==> src/rtl/surf_cmd_receiver_pkg.sv <==
// Shared definitions for the SURF serial command link: state encodings, line levels and frame geometry.
// Frame geometry depends on the CMD_RX_PARITY_EN macro (parity bit present when defined).
package surf_cmd_receiver_pkg;

`ifdef CMD_RX_PARITY_EN
    localparam int PARITY_BITS = 1;
`else
    localparam int PARITY_BITS = 0;
`endif

    localparam logic       START_BIT     = 1'b1;
    localparam logic       STOP_BIT      = 1'b0;
    localparam int         BUFFER_BITS   = 2;
    localparam logic [7:0] ERR_COUNT_MAX = 8'hFF;

`ifdef CMD_RX_PARITY_EN
    typedef enum logic [2:0] {
        ST_IDLE   = 3'd0,
        ST_START  = 3'd1,
        ST_DATA   = 3'd2,
        ST_PARITY = 3'd3,
        ST_STOP   = 3'd4
    } state_e;
`else
    typedef enum logic [2:0] {
        ST_IDLE   = 3'd0,
        ST_START  = 3'd1,
        ST_DATA   = 3'd2,
        ST_STOP   = 3'd4
    } state_e;
`endif

    function automatic int data_bits(input int id_width);
        return BUFFER_BITS + id_width;
    endfunction

    // Start + data + optional parity + stop.
    function automatic int frame_bits(input int id_width);
        return 1 + data_bits(id_width) + PARITY_BITS + 1;
    endfunction

endpackage

==> src/rtl/surf_cmd_receiver_if.sv <==
// Command-line and decoded-output bundle between the CMD pin, the receiver and the SURF readout logic.
interface surf_cmd_receiver_if #(
    parameter int ID_WIDTH = 32
);
    logic                cmd_i;
    logic                digitize_o;
    logic [1:0]          buffer_o;
    logic [ID_WIDTH-1:0] event_id_o;
    logic                error_o;
    logic [7:0]          err_count_o;
    logic                busy_o;

    modport slave (
        input  cmd_i,
        output digitize_o, buffer_o, event_id_o, error_o, err_count_o, busy_o
    );

    modport master (
        output cmd_i,
        input  digitize_o, buffer_o, event_id_o, error_o, err_count_o, busy_o
    );
endinterface

==> src/rtl/surf_cmd_receiver_bit_sync.sv <==
// cmd_bit_sync stage: 2-flop synchronizer for the asynchronous CMD line plus a previous-value
// flop, giving the synchronized level and a one-cycle rising-edge strobe.
module surf_cmd_receiver_bit_sync (
    input  logic clk_i,
    input  logic rst_i,
    input  logic d_i,
    output logic level_o,
    output logic rise_o
);
    logic meta_q;
    logic sync_q;
    logic prev_q;

    always_ff @(posedge clk_i) begin
        if (rst_i) begin
            meta_q <= 1'b0;
            sync_q <= 1'b0;
            prev_q <= 1'b0;
        end else begin
            meta_q <= d_i;
            sync_q <= meta_q;
            prev_q <= sync_q;
        end
    end

    assign level_o = sync_q;
    assign rise_o  = sync_q & ~prev_q;
endmodule

==> src/rtl/surf_cmd_receiver.sv <==
// SURF-side decoder for the TURF serial command line: recovers digitize frames (buffer + event ID),
// checks framing and, when CMD_RX_PARITY_EN is defined, even parity over the data bits.
module surf_cmd_receiver
    import surf_cmd_receiver_pkg::*;
#(
    parameter int CLKS_PER_BIT = 4,
    parameter int ID_WIDTH     = 32
) (
    input  logic               clk125_i,
    input  logic               rst_i,
    surf_cmd_receiver_if.slave bus_if
);
    localparam int DATA_BITS = data_bits(ID_WIDTH);
    localparam int CNT_W     = $clog2(CLKS_PER_BIT + 1);
    localparam int IDX_W     = $clog2(DATA_BITS + 1);

    localparam logic [CNT_W-1:0] CNT_FULL = CNT_W'(CLKS_PER_BIT);
    localparam logic [CNT_W-1:0] CNT_HALF = CNT_W'(CLKS_PER_BIT / 2);
    localparam logic [CNT_W-1:0] CNT_ONE  = CNT_W'(1);
    localparam logic [IDX_W-1:0] IDX_LAST = IDX_W'(DATA_BITS - 1);
    localparam logic [IDX_W-1:0] IDX_ONE  = IDX_W'(1);

    logic                 line_lvl;
    logic                 line_rise;
    logic                 bit_tick;
    logic                 shift_en;
    logic                 parity_good;

    state_e               state_q;
    logic [CNT_W-1:0]     cnt_q;
    logic [IDX_W-1:0]     idx_q;
    logic [DATA_BITS-1:0] shift_q;
    logic                 frame_ok_q;
    logic                 frame_bad_q;
    logic                 digitize_q;
    logic                 error_q;
    logic                 busy_q;
    logic [1:0]           buffer_q;
    logic [ID_WIDTH-1:0]  event_id_q;
    logic [7:0]           err_count_q;
`ifdef CMD_RX_PARITY_EN
    logic                 parity_acc_q;
    logic                 parity_bad_q;
`endif

    surf_cmd_receiver_bit_sync u_bit_sync (
        .clk_i   (clk125_i),
        .rst_i   (rst_i),
        .d_i     (bus_if.cmd_i),
        .level_o (line_lvl),
        .rise_o  (line_rise)
    );

    // Counter was reloaded at the previous sample point, so reaching 1 marks the next mid-bit.
    assign bit_tick = (cnt_q == CNT_ONE);
    assign shift_en = (state_q == ST_DATA) && bit_tick;

`ifdef CMD_RX_PARITY_EN
    assign parity_good = ~parity_bad_q;
`else
    assign parity_good = 1'b1;
`endif

    // NOTE: shift_q is pure datapath, fully refilled before it is ever loaded into the outputs,
    // so it is deliberately left out of reset.
    always_ff @(posedge clk125_i) begin
        if (shift_en) begin
            shift_q <= {shift_q[DATA_BITS-2:0], line_lvl};
        end
    end

    always_ff @(posedge clk125_i) begin
        if (rst_i) begin
            state_q      <= ST_IDLE;
            cnt_q        <= '0;
            idx_q        <= '0;
            frame_ok_q   <= 1'b0;
            frame_bad_q  <= 1'b0;
            digitize_q   <= 1'b0;
            error_q      <= 1'b0;
            busy_q       <= 1'b0;
            buffer_q     <= '0;
            event_id_q   <= '0;
            err_count_q  <= '0;
`ifdef CMD_RX_PARITY_EN
            parity_acc_q <= 1'b0;
            parity_bad_q <= 1'b0;
`endif
        end else begin
            // NOTE: strobes default low each cycle; a later non-blocking assignment in this
            // block overrides the default, which keeps every pulse exactly one cycle wide.
            digitize_q  <= 1'b0;
            error_q     <= 1'b0;
            frame_ok_q  <= 1'b0;
            frame_bad_q <= 1'b0;
            busy_q      <= 1'b1;

            if (frame_ok_q) begin
                digitize_q <= 1'b1;
                buffer_q   <= shift_q[DATA_BITS-1 -: BUFFER_BITS];
                event_id_q <= shift_q[ID_WIDTH-1:0];
            end
            if (frame_bad_q) begin
                error_q <= 1'b1;
                if (err_count_q != ERR_COUNT_MAX) begin
                    err_count_q <= err_count_q + 8'd1;
                end
            end

            if (state_q != ST_IDLE) begin
                cnt_q <= bit_tick ? CNT_FULL : cnt_q - CNT_ONE;
            end

            case (state_q)
                ST_IDLE: begin
                    busy_q <= line_rise;
                    if (line_rise) begin
                        state_q <= ST_START;
                        cnt_q   <= CNT_HALF;
                    end
                end
                ST_START: begin
                    if (bit_tick) begin
                        if (line_lvl == START_BIT) begin
                            state_q      <= ST_DATA;
                            idx_q        <= '0;
`ifdef CMD_RX_PARITY_EN
                            parity_acc_q <= 1'b0;
`endif
                        end else begin
                            state_q <= ST_IDLE;
                        end
                    end
                end
                ST_DATA: begin
                    if (bit_tick) begin
`ifdef CMD_RX_PARITY_EN
                        parity_acc_q <= parity_acc_q ^ line_lvl;
`endif
                        if (idx_q == IDX_LAST) begin
`ifdef CMD_RX_PARITY_EN
                            state_q <= ST_PARITY;
`else
                            state_q <= ST_STOP;
`endif
                        end else begin
                            idx_q <= idx_q + IDX_ONE;
                        end
                    end
                end
`ifdef CMD_RX_PARITY_EN
                ST_PARITY: begin
                    if (bit_tick) begin
                        parity_bad_q <= parity_acc_q ^ line_lvl;
                        state_q      <= ST_STOP;
                    end
                end
`endif
                ST_STOP: begin
                    if (bit_tick) begin
                        state_q <= ST_IDLE;
                        if ((line_lvl == STOP_BIT) && parity_good) begin
                            frame_ok_q <= 1'b1;
                        end else begin
                            frame_bad_q <= 1'b1;
                        end
                    end
                end
                default: begin
                    state_q <= ST_IDLE;
                end
            endcase
        end
    end

    assign bus_if.digitize_o  = digitize_q;
    assign bus_if.buffer_o    = buffer_q;
    assign bus_if.event_id_o  = event_id_q;
    assign bus_if.error_o     = error_q;
    assign bus_if.err_count_o = err_count_q;
    assign bus_if.busy_o      = busy_q;
endmodule

==> src/flat_wrapper.sv <==
// flat-port wrapper written by rule: the top's interface ports become plain ports
module surf_cmd_receiver_flat import surf_cmd_receiver_pkg::*;
#(
    parameter int CLKS_PER_BIT = 4,
    parameter int ID_WIDTH     = 32
)
  (clk125_i, rst_i, bus_if_cmd_i, bus_if_digitize_o, bus_if_buffer_o, bus_if_event_id_o, bus_if_error_o, bus_if_err_count_o, bus_if_busy_o);
  surf_cmd_receiver_if #(.ID_WIDTH(ID_WIDTH)) bus_if_i ();
  input  logic clk125_i;
  input  logic rst_i;
  input wire logic [$bits(bus_if_i.cmd_i)-1:0] bus_if_cmd_i;
  output wire logic [$bits(bus_if_i.digitize_o)-1:0] bus_if_digitize_o;
  output wire logic [$bits(bus_if_i.buffer_o)-1:0] bus_if_buffer_o;
  output wire logic [$bits(bus_if_i.event_id_o)-1:0] bus_if_event_id_o;
  output wire logic [$bits(bus_if_i.error_o)-1:0] bus_if_error_o;
  output wire logic [$bits(bus_if_i.err_count_o)-1:0] bus_if_err_count_o;
  output wire logic [$bits(bus_if_i.busy_o)-1:0] bus_if_busy_o;
  assign bus_if_i.cmd_i = bus_if_cmd_i;
  assign bus_if_digitize_o = bus_if_i.digitize_o;
  assign bus_if_buffer_o = bus_if_i.buffer_o;
  assign bus_if_event_id_o = bus_if_i.event_id_o;
  assign bus_if_error_o = bus_if_i.error_o;
  assign bus_if_err_count_o = bus_if_i.err_count_o;
  assign bus_if_busy_o = bus_if_i.busy_o;
  surf_cmd_receiver #(.CLKS_PER_BIT(CLKS_PER_BIT), .ID_WIDTH(ID_WIDTH)) u_core (.clk125_i(clk125_i), .rst_i(rst_i), .bus_if(bus_if_i));
endmodule
==> config.mk <==
export PLATFORM = sky130hd
export DESIGN_NAME = surf_cmd_receiver_flat
export DESIGN_NICKNAME = d
export VERILOG_FILES = /design/src/rtl/surf_cmd_receiver_pkg.sv /design/src/rtl/surf_cmd_receiver_if.sv /design/src/rtl/surf_cmd_receiver_bit_sync.sv /design/src/rtl/surf_cmd_receiver.sv /design/src/flat_wrapper.sv
export SDC_FILE = /design/constraint.sdc
export NUM_CORES = 1
export LEC_CHECK = 0
export CAP_MARGIN = 15
export CORE_MARGIN = 2
export CORE_UTILIZATION = 30
export CTS_CLUSTER_DIAMETER = 100
export CTS_CLUSTER_SIZE = 25
export DETAILED_ROUTE_END_ITERATION = 8
export GPL_TIMING_DRIVEN = 1
export PLACE_DENSITY = 0.51
export RECOVER_POWER = 25
export SLEW_MARGIN = 10
export SYNTH_ARGS = -nofsm -noshare
export SYNTH_HDL_FRONTEND = slang
export SYNTH_SLANG_ARGS = --single-unit
==> constraint.sdc <==
create_clock -name clk125_i -period 2.9 [get_ports clk125_i]
set_input_delay 0.87 -clock clk125_i [delete_from_list [all_inputs] [get_ports clk125_i]]
set_output_delay 0.87 -clock clk125_i [all_outputs]
set_load 0.02 [all_outputs]
==> out/results.env <==
TIMING.FINAL.CRIT_PERIOD_PS=2280
IR_DROP_V=0.000402
FINALSETUPVIOLATIONS=0
ANTENNA_VIOLATING_NETS_POST_ROUTE=0
CLOCK_PIN_SLEW_OF_THE_REGISTERS_ON_THE_WORST_CASE_SETUP_AND_HOLD_PATHS_PS=60
POST_DRT_VIA_CELL_RATIO=4.53
CRITICAL_PATH_REQUIRED_PS=2030
SEQ_POWER_SHARE_PCT=49.1
FINCLKSKEW_PS=8.77
ARRIVAL_PS=1410
CRITICAL_PATH.STARTPOINT_TYPE='flip-flop'
FIRST_GLOBAL_VIAS=2067
POST_SYNTH_INSTANCE_AREA_SQ_UM=3550
DIE_H_MICRONS=113
POST-SYNTH-TOP-COUNT-CELL='dfxtp_1'
SYNTH_LARGEST_AREA_CELL='dfxtp_1'
P_PER_AREA_nW_PER_UM2=627
IOS=48
DETAILROUTE.VIA_COUNT=2186
WIRELENGTH_MICRONS=6420
REG2REG_TO='u_core.shift_q[19]'
CLOCK_TREE.ROOT_CELL='clkbuf_16'
YOSYSUNIQUECELLTYPES=45
CP_TOP_FAMILY='buffers and inverters'
DIE_X_MICRONS=113
CLOCK_NETWORK_LATENCY_TO_THE_LATER_PIN_OF_THE_WORST_SKEW_PAIR_PS=340
ROUTEDWLPERCELL_MICRONS=13.3
CORE-AREA_SQ_UM=11500
POWER.SHARE.SWITCHING_PCT=19.0
DRC=0
POWER.SWITCHING_uW=540
HOLDPATHEND='u_core.u_bit_sync.level_o'
CAP_VIOL_MAX_COUNT=0
CLOCKBUFFERDEPTH=2
CLOCK_POWER_SHARE_PCT=49.2
WORSTHOLDSTART='u_core.u_bit_sync.meta_q'
SITE_ROW_COUNT=39
POST_SYNTH_MOST_FREQUENT_CELLS='dfxtp_1, nor2_1, mux2i_1'
TOTALNEGATIVESETUPSLACK_PS=0
MAX_FREQ_MHz=438
SYNTH_SEQ_CELLS=96
GRT_START_MAX_NET_PINS=31
TIMING.MAX_SLEW.REL_SLACK_PCT=39.6
FILLERS=1113
REG_TO_REG_START='u_core.cnt_q[1]'
FINAL_NET_COUNT=343
TOTAL_LEAKAGE_POWER_uW=0.00155
GLOBALROUTETOTALUTIL_PCT=10.8
DRTPASS1ITERATIONS=4
TOTAL_INSERTED_ANTENNA_CELLS=0
SYNTHESIS.AREA_PER_INSTANCE_SQ_UM=12.5
P_INT_uW=2300
PLACE_HPWL_MICRONS=4220
HOLD_PATH_CLASS='flip-flop to flip-flop'
DIE_AREA_SQ_UM=12700
POST-CTS-SETUP-BUFFERS=0
TIMING_WORST_SETUP_PATH_TYPE='flip-flop to primary output'
SYNTH-WARNING-COUNT=0
SYN-INSTANCE-COUNT=284
GRT-OVFL-TOTAL=0
YOSYS-TOP-CELLS-AREA='dfxtp_1, edfxtp_1, mux2i_1'
ASYNCSETRESETFLOPFRACSYNTH_PCT=0
AREA_DELTA_SYNTH_FINAL_PCT=27.8
SYNTH_TOP_FLOP_CELL='dfxtp_1'
CTS_RESIZED=0
SYNTH_EDF_COUNT=34
DRT_INITIAL_VIOLATIONS=91
CTS-BUFFERS-INSERTED=9
RSZ0062_AT_GRT='no'
CP.BUFFERS_INVERTERS=1
CTS_HTREE_LEVELS=3
CTS_HOLD_FIX_BUFS=0
CRITICAL_PATH_MAXIMUM_FANOUT=7
GRT_FIRST_PASS_WIRELENGTH_MICRONS=10700
PERIOD_UTILIZATION_PCT=78.8
SHARE_COMB_OF_TOTAL_POWER_PCT=1.8
TRITONCTS_CLOCK_TREE='built'
TIGHTEST_SLEW_PS=906
CLOCK_SINKS=96
LAYOUT.CORE_UTILIZATION_PCT=39.5
WORSTREGTOREGCELLS=5
START_UTIL_PCT=30.9
SYN_NETS=292
ANTENNA_VIOLATIONS_BEFORE_REPAIR=0
TIMING.FINAL.HOLD_VIOLATIONS=0
YOSYS_TOP_CELL_AREA_SHARE_PCT=35.0
SLOWEST_DELAY_PS=640
MAXSLEWVIOLCOUNT=0
STATUS='completed'
CRIT_PATH_TOP_DELAY_CELL='clkdlybuf4s50_1'
SETUP.REG_TO_REG.WORST_SLACK_PS=890
TIMING.CRITICAL_PATH.CELLS='clkdlybuf4s50_1'
YS_SEQ_AREA_SHARE_PCT=63.8
WHS_PATH_DEPTH=1
DRIVE_ABOVE_1_SHARE_PCT=8.24
CRITICAL_PATH.ENDPOINT_TYPE='primary output'
PLACEMENT.IO_BUFFERS=47
GP_CONGESTION=0.770
==> cells in the final DEF (no fill, tap or decap), types with 6 or more instances in the layout <==
cell             instances
dfxtp_1                 61
nand2_1                  6
nand3_1                  6
edfxtp_1                34
nor2_1                  49
nor2b_1                  9
mux2i_1                 37
clkbuf_16               10
clkdlybuf4s50_1         46
==> final cells by class <==
| type | count | area (sq um) | area share, % |
|---|---|---|---|
| clock buffers | 10 | 250 | 5.52 |
| well taps | 143 | 179 | 3.95 |
| multi-input cells | 173 | 1220 | 26.9 |
| clock inverters | 6 | 111 | 2.46 |
| repair buffers | 52 | 498 | 11.0 |
| flip-flops and latches | 96 | 2260 | 49.9 |
| inverters | 3 | 11.3 | 0.248 |
==> worst max-delay path by stage <==
stage          cells after the start                    startpoint                    end
6_report                           1  u_core.bus_if.err_count_o[2]  bus_if_err_count_o[2]
5_1_grt                            1  u_core.bus_if.err_count_o[2]  bus_if_err_count_o[2]
4_1_cts                            1  u_core.bus_if.err_count_o[2]  bus_if_err_count_o[2]
3_5_place_dp                       5               u_core.cnt_q[1]     u_core.shift_q[15]
3_3_place_gp                       5               u_core.cnt_q[1]     u_core.shift_q[15]
2_1_floorplan                      4               u_core.cnt_q[1]      u_core.shift_q[0]
==> sequential cells by signal (all words and copies together) (netlist names) <==
register and cells:
u_core.bus_if.buffer_o 2, u_core.bus_if.busy_o 1, u_core.bus_if.digitize_o 1, u_core.bus_if.err_count_o 8
u_core.bus_if.error_o 1, u_core.bus_if.event_id_o 32, u_core.cnt_q 3, u_core.frame_bad_q 1
u_core.frame_ok_q 1, u_core.idx_q 6, u_core.shift_q 34, u_core.state_q 3
u_core.u_bit_sync.level_o 1, u_core.u_bit_sync.meta_q 1, u_core.u_bit_sync.prev_q 1
==> power by group through the flow <==
| stage | Sequential [uW] | Clock [uW] | Combinational, uW |
|---|---|---|---|
| 6_report | 1400 | 1400 | 50.2 |
| 5_1_grt | 1390 | 1490 | 55.5 |
| 4_1_cts | 1390 | 1450 | 52.2 |
| 3_5_place_dp | 1430 | 0 | 51.5 |
| 3_3_place_gp | 1430 | 0 | 50.3 |
| 2_1_floorplan | 1420 | 0 | 37.3 |
==> per-layer routing <==
layer,vias up,global-route usage [%],share of wire (%)
li1,1108,-,-
met1,1034,14.5,49
met2,35,15.3,44
met3,9,4.55,4.9
met4,0,4.63,1.8
met5,-,0,0
==> per-stage QoR <==
| stage | setup slack (ps) | area [sq um] | cells | total power, uW | hold slack [ps] |
|---|---|---|---|---|---|
| 2_1_floorplan | 819 | 3550 | 284 | 1460 | 414 |
| 3_3_place_gp | 916 | 4180 | 467 | 1480 | 424 |
| 3_5_place_dp | 855 | 4180 | 467 | 1480 | 422 |
| 4_1_cts | 591 | 4540 | 483 | 2900 | 438 |
| 5_1_grt | 537 | 4530 | 483 | 2940 | 456 |
| 6_report | 615 | 4530 | 483 | 2840 | 436 |
==> cell families (layout without fill, tap and decap cells) <==
logic type                 count (synthesis)  count (layout)  share of synthesized area [%]
and+or+nand+nor                          100             100                           15.0
DFF                                       96              96                           63.8
muxes                                     38              38                           10.8
AOI/OAI and AO/OA                         27              27                           6.14
buffers and inverters                     15              71                           1.83
adders and majority gates                  5               5                           1.76
xor gates and xnor gates                   3               3                          0.741
No activity file was read; power rests on OpenSTA's default activity.
